<file path="src/rtl/traffic_phase_scheduler.sv">
// -----------------------------------------------------------------------------
// traffic_phase_scheduler
//
// Actuated phase scheduler for a two-road intersection. The main road rests in
// green; the side road is served only when a vehicle or pedestrian demand has
// been latched. An emergency preempt holds green on the main road or cuts a
// running side green short (yellow and all-red always complete).
//
// Ports:
//   clk           system clock, rising edge
//   reset         asynchronous, active-high reset
//   side_req      side-road vehicle sensor, sampled each cycle
//   ped_req       pedestrian button, sampled each cycle (pulse or level)
//   emerg         emergency preempt, level
//   main_road     main-road lamps {red,yellow,green}, one-hot
//   side_road     side-road lamps {red,yellow,green}, one-hot
//   walk          pedestrian walk lamp
//   side_pending  latched vehicle demand
//   ped_pending   latched pedestrian demand
//   phase         current state code
// -----------------------------------------------------------------------------
module traffic_phase_scheduler #(
  parameter int GREEN_MIN    = 8,
  parameter int YELLOW_T     = 3,
  parameter int ALLRED_T     = 2,
  parameter int SIDE_GREEN_T = 6,
  parameter int PED_WALK_T   = 4,
  parameter int CNT_W        = 8
) (
  input  logic       clk,
  input  logic       reset,
  input  logic       side_req,
  input  logic       ped_req,
  input  logic       emerg,
  output logic [2:0] main_road,
  output logic [2:0] side_road,
  output logic       walk,
  output logic       side_pending,
  output logic       ped_pending,
  output logic [2:0] phase
);

  typedef enum logic [2:0] {
    MAIN_GREEN  = 3'd0,
    MAIN_YELLOW = 3'd1,
    ALL_RED1    = 3'd2,
    SIDE_GREEN  = 3'd3,
    SIDE_YELLOW = 3'd4,
    ALL_RED2    = 3'd5
  } state_t;

  localparam logic [2:0] LAMP_RED = 3'b100;
  localparam logic [2:0] LAMP_YEL = 3'b010;
  localparam logic [2:0] LAMP_GRN = 3'b001;

  // Last timer value of each state: a state of duration T exits when timer==T-1.
  localparam logic [CNT_W-1:0] GREEN_LAST  = CNT_W'(GREEN_MIN - 1);
  localparam logic [CNT_W-1:0] YELLOW_LAST = CNT_W'(YELLOW_T - 1);
  localparam logic [CNT_W-1:0] ALLRED_LAST = CNT_W'(ALLRED_T - 1);
  localparam logic [CNT_W-1:0] SIDE_LAST   = CNT_W'(SIDE_GREEN_T - 1);
  localparam logic [CNT_W-1:0] WALK_LAST   = CNT_W'(PED_WALK_T - 1);

  state_t           state;
  state_t           state_nxt;
  logic [CNT_W-1:0] timer;
  logic             state_change;
  logic             side_green_entry;
  logic             sample_req;

  // Lamp pair {main, side} for a state; unused codes show all-red.
  function automatic logic [5:0] lamps_for(input state_t s);
    case (s)
      MAIN_GREEN:  lamps_for = {LAMP_GRN, LAMP_RED};
      MAIN_YELLOW: lamps_for = {LAMP_YEL, LAMP_RED};
      SIDE_GREEN:  lamps_for = {LAMP_RED, LAMP_GRN};
      SIDE_YELLOW: lamps_for = {LAMP_RED, LAMP_YEL};
      default:     lamps_for = {LAMP_RED, LAMP_RED};
    endcase
  endfunction

  always_comb begin
    // NOTE: default assignment first so every path drives state_nxt and no latch is inferred.
    state_nxt = MAIN_GREEN;
    case (state)
      MAIN_GREEN:
        state_nxt = (timer == GREEN_LAST && (side_pending || ped_pending) && !emerg)
                    ? MAIN_YELLOW : MAIN_GREEN;
      MAIN_YELLOW:
        state_nxt = (timer == YELLOW_LAST) ? ALL_RED1 : MAIN_YELLOW;
      ALL_RED1:
        // Preempt arriving during clearance returns to main green; demands stay latched.
        state_nxt = (timer != ALLRED_LAST) ? ALL_RED1 :
                    (emerg ? MAIN_GREEN : SIDE_GREEN);
      SIDE_GREEN:
        state_nxt = (emerg || timer == SIDE_LAST) ? SIDE_YELLOW : SIDE_GREEN;
      SIDE_YELLOW:
        state_nxt = (timer == YELLOW_LAST) ? ALL_RED2 : SIDE_YELLOW;
      ALL_RED2:
        state_nxt = (timer == ALLRED_LAST) ? MAIN_GREEN : ALL_RED2;
      default:
        state_nxt = MAIN_GREEN;
    endcase
  end

  assign state_change     = (state_nxt != state);
  assign side_green_entry = (state_nxt == SIDE_GREEN) && (state != SIDE_GREEN);
  // Requests arriving while the side road is already being served are dropped.
  assign sample_req       = (state != SIDE_GREEN);

  always_ff @(posedge clk or posedge reset) begin
    if (reset) begin
      state        <= MAIN_GREEN;
      timer        <= '0;
      main_road    <= LAMP_GRN;
      side_road    <= LAMP_RED;
      walk         <= 1'b0;
      side_pending <= 1'b0;
      ped_pending  <= 1'b0;
    end else begin
      // NOTE: non-blocking assignments so every register samples pre-edge values.
      state                  <= state_nxt;
      {main_road, side_road} <= lamps_for(state_nxt);

      // Main green saturates at its minimum so it can wait indefinitely for demand.
      if (state_change)
        timer <= '0;
      else if (!(state == MAIN_GREEN && timer == GREEN_LAST))
        timer <= timer + CNT_W'(1);

      // Clearing on side-green entry wins over a request in the same cycle.
      side_pending <= !side_green_entry && (side_pending || (sample_req && side_req));
      ped_pending  <= !side_green_entry && (ped_pending  || (sample_req && ped_req));

      // Walk is captured from the pedestrian demand at side-green entry and
      // lasts the first PED_WALK_T cycles; any exit from side green drops it.
      if (side_green_entry)
        walk <= ped_pending;
      else if (state_nxt != SIDE_GREEN || timer == WALK_LAST)
        walk <= 1'b0;
    end
  end

  assign phase = state;

endmodule
</file>
<file path="config.mk">
export PLATFORM = sky130hd
export DESIGN_NAME = traffic_phase_scheduler
export DESIGN_NICKNAME = d
export VERILOG_FILES = /design/src/rtl/traffic_phase_scheduler.sv
export SDC_FILE = /design/constraint.sdc
export NUM_CORES = 1
export LEC_CHECK = 0
export CAP_MARGIN = 20
export CORE_ASPECT_RATIO = 1.1
export CORE_MARGIN = 2
export CORE_UTILIZATION = 52
export CTS_CLUSTER_SIZE = 30
export DETAILED_ROUTE_END_ITERATION = 12
export PLACE_DENSITY = 0.77
export REMOVE_ABC_BUFFERS = 1
export SLEW_MARGIN = 20
export SYNTH_ARGS = -nofsm -noshare
export SYNTH_HDL_FRONTEND = slang
export SYNTH_SLANG_ARGS = --single-unit
</file>
<file path="constraint.sdc">
create_clock -name clk -period 2.7 [get_ports clk]
set_clock_uncertainty 0.2 [all_clocks]
set_input_delay 0.54 -clock clk [delete_from_list [all_inputs] [get_ports clk]]
set_output_delay 0.54 -clock clk [all_outputs]
set_load 0.05 [all_outputs]
</file>
==> results by group, run 1 <==
GRT
  – Grt met2 use: around 34%
  – Gr usage total: around a fifth
  – Met3 Resource Use GR: between 3 and 4%
  – Initial antenna violation count: 0
  – Vias in the first global route: between 800 and 900
  – GR peak layer: met2
  – Total global routing overflow: 0
  – Largest net degree at the start of global routing: 21
  – First-pass GRT wire length: about 3700 um
  – Met1 usage: 27.9%

Timing
  – Slew Viols, Final: 0
  – Rel. slew slack: a little over half
  – Least-Margin Pin Slew: 0.696 ns
  – Tmin final: about 2.4 ns
  – FMAX: 414 MHz
  – RSZ-0062 raised after global routing: no
  – Post-route clock period utilization: 89.4%
  – Setup tns final: 0 ns
  – Final hold slack: around 0.36 ns
  – Fin. Hold Viols: 0
  – Final Setup Violations: 0

Floorplanning
  – Core Area: between 0.002 and 0.0025 sq mm
  – Die Y: about 52 um
  – Initial Util: between 50% and 60%
  – Die ar.: 0.00252 sq mm
  – Rows: 17
  – Die width: roughly 48 um
  – I/O pin cnt: 17

Detailed routing
  – DR vias: between 800 and 900
  – # DRC: 0
  – 1st-iter DRT viols: 19
  – Drt pass-1 iters: 4
  – DRT Wirelength: 2190 um
  – Per-cell routed wire length: around 14 um
  – ANT nets after route: 0
  – DR vias/cell: approximately 5.7

Yosys
  – Number of synthesized flops with an enable pin: 0
  – Post-Syn Area per Cell: ~10 sq um
  – Synth unique cells: slightly above 40
  – Synth Cell Area: 0.00111 sq mm
  – Synthesis Warnings: 0
  – Ys flop type: dfrtp_1
  – Seq/Total Area, Yosys: between 40% and 50%
  – FF+latch count, synth: 20
  – Synthesized instance count: approximately 110
  – Async SR Flop Fraction: 100%

Power
  – Int Pwr: a little over 700 uW
  – Reported net switching power: 558 uW
  – Power per Cell Area: about 960 mW/mm^2
  – Sw Ratio: between 40% and 50%
  – Peak VDD IR: 0.544 mV
  – LEAKAGE: roughly 0.00055 uW
  – Combinational share of power: between 40% and 50%
  – Clk pwr share: a little under an eighth
  – Sequential power share: around two fifths

Run
  – Max_cap viols: 0

Critical path
  – WP buf/inv: 1
  – CP max FO: 9
  – Crit path DAT: about 1.7 ns
  – R2r setup slk: about 0.33 ns
  – Startpoint types: register
  – CP endpoint kind: output pin
  – Crit Path Category: register to output pin
  – CP Cell Sequence: clkdlybuf4s50_1
  – RR Startpoint: timer[0]
  – Worst path top cell family by delay: buffers and inverters
  – RR Endpoint: timer[2]
  – Req. time, crit path: roughly 2.0 ns
  – Slowest CP cell: clkdlybuf4s50_1
  – Reg2reg path depth: 6
  – Crit-path max cell delay: roughly 0.86 ns

Worst hold path
  – Worst hold-check path type: register to register
  – Hold depth: 2
  – Hold Path Sink: side_pending
  – Hold path startpoint: side_pending

Placement
  – Hpwl dp: approximately 1700 um
  – GP Congestion: 0.832
  – Post-DP Area: around 0.0013 sq mm
  – Port Buffers: 16

Clocking
  – Maximum buffer depth of the clock tree: 2
  – Worst skew pair latency: around 0.31 ns
  – Post-cts sizing count: 0
  – Inserted Clock Buffers: 3
  – Hold_buf cts: 0
  – CTS Sinks: 20
  – Clock slew at reported path FFs: approximately 0.09 ns
  – Postcts setup bufs: 0
  – TritonCTS clock tree: done
  – H-tree depth: 1
  – Root buffer cell: clkbuf_4

Layout
  – Antenna Cells: 0
  – Layout cells sized above 1: between 15 and 20%
  – Multi-input gate area: around 570 sq um
  – Fillers: about 170
  – Util after Layout: about two thirds
  – Nets@finish: 137
  – Layout area overhead: 19.7%
  – Sequential cell area: between 500 and 600 sq um
  – Final Instance Area: 0.00133 sq mm

Run status
  – Status: finished clean
cell families (layout without fill, tap and decap cells):
group | count (synthesis) | in the layout | synth area share [%]
simple gates | 52 | 52 | 25.9
compound gates | 20 | 20 | 17.5
fa+ha+maj | 3 | 3 | 3.39
xor+xnor | 6 | 6 | 4.75
flops | 20 | 20 | 45.4
buf+inv | 7 | 27 | 3.05
power groups by stage:
stage / sequential [uW] / combinational, uW / clock [uW]
floorplan: 588 / 369 / 0
global placement: 507 / 606 / 0
detailed placement: 512 / 617 / 0
CTS: 506 / 619 / 148
global route: 524 / 670 / 164
finish: 508 / 618 / 146
layout by cell type, fill, tap and decap left out, types with 2 or more instances in the layout:
cell type	n
clkbuf_4	3
inv_1	6
nand4_1	2
nor3_1	4
nand2b_1	2
nand3_1	4
nor2b_1	2
ha_1	3
dfstp_2	2
dfrtp_1	18
a21oi_1	2
xor2_1	5
clkdlybuf4s50_1	16
and3_2	2
nor2_1	16
nand2_1	8
o21ai_0	3
a2111oi_4	2
a31o_2	2
or3_1	2
routing by layer:
metal	part of all wire [%]	wire [um]	vias up
li1	-	-	429
met1	42	922	424
met2	51	1110	32
met3	5.2	114	5
met4	1.9	42	0
met5	0	0	-
synthesized netlist by cell type, types with 3 or more instances:
master,number,area (sq um)
dfrtp_1,18,450
nand2_1,8,30.0
inv_1,6,22.5
nand3_1,4,20.0
nor3_1,4,20.0
xor2_1,5,43.8
o21ai_0,3,15.0
nor2_1,16,60.1
ha_1,3,37.5
state kept, by name, summed over array words and instances (netlist names):
| name | count |
|---|---|
| timer | 8 |
| main_road | 3 |
| ped_pending | 1 |
| side_road | 3 |
| side_pending | 1 |
| phase | 3 |
| walk | 1 |
cell type report:
cell class                      instances  area share [%]
Multi-Input combinational cell         81            43.1
Sequential cell                        20            38.0
Timing Repair Buffer                   17            12.7
Tap cell                               28            2.64
Clock buffer                            4            1.98
Inverter                                6            1.70
through the flow:
step / setup WS [ns] / instances / power, uW
final: 0.287 / 156 / 1270
after global routing: 0.216 / 156 / 1360
after CTS: 0.278 / 156 / 1270
after detailed placement: 0.364 / 152 / 1130
after global placement: 0.396 / 152 / 1110
after floorplan: 0.563 / 107 / 957
how the worst max path moves through the flow:
stage	slack [ns]	depth (start not counted)	end	from
global placement	0.40	6	timer[2]	timer[0]
floorplan	0.56	5	timer[1]	phase[0]
finish	0.29	1	phase[0]	phase[0]
detailed placement	0.36	6	timer[2]	timer[0]
global route	0.22	1	phase[0]	phase[0]
CTS	0.28	1	phase[0]	phase[0]
No activity file was read; power rests on OpenSTA's default activity.
==> inputs of run 2 (changes only) <==
--- a/config.mk
+++ b/config.mk
@@ -11,6 +11,7 @@
 export CORE_UTILIZATION = 52
 export CTS_CLUSTER_SIZE = 30
 export DETAILED_ROUTE_END_ITERATION = 12
+export GPL_ROUTABILITY_DRIVEN = 0
 export PLACE_DENSITY = 0.77
 export REMOVE_ABC_BUFFERS = 1
 export SLEW_MARGIN = 20
==> results of run 2 <==
Final layout, timing and power as in run 1 (identical DEF).
==> inputs of run 3 (changes only) <==
--- a/config.mk
+++ b/config.mk
@@ -9,11 +9,12 @@
 export CORE_ASPECT_RATIO = 1.1
 export CORE_MARGIN = 2
 export CORE_UTILIZATION = 52
+export CTS_CLUSTER_DIAMETER = 40
 export CTS_CLUSTER_SIZE = 30
 export DETAILED_ROUTE_END_ITERATION = 12
-export GPL_ROUTABILITY_DRIVEN = 0
 export PLACE_DENSITY = 0.77
 export REMOVE_ABC_BUFFERS = 1
+export SETUP_SLACK_MARGIN = 0.15
 export SLEW_MARGIN = 20
 export SYNTH_ARGS = -nofsm -noshare
 export SYNTH_HDL_FRONTEND = slang
==> results of run 3 <==
Final layout, timing and power as in run 1 (identical DEF).
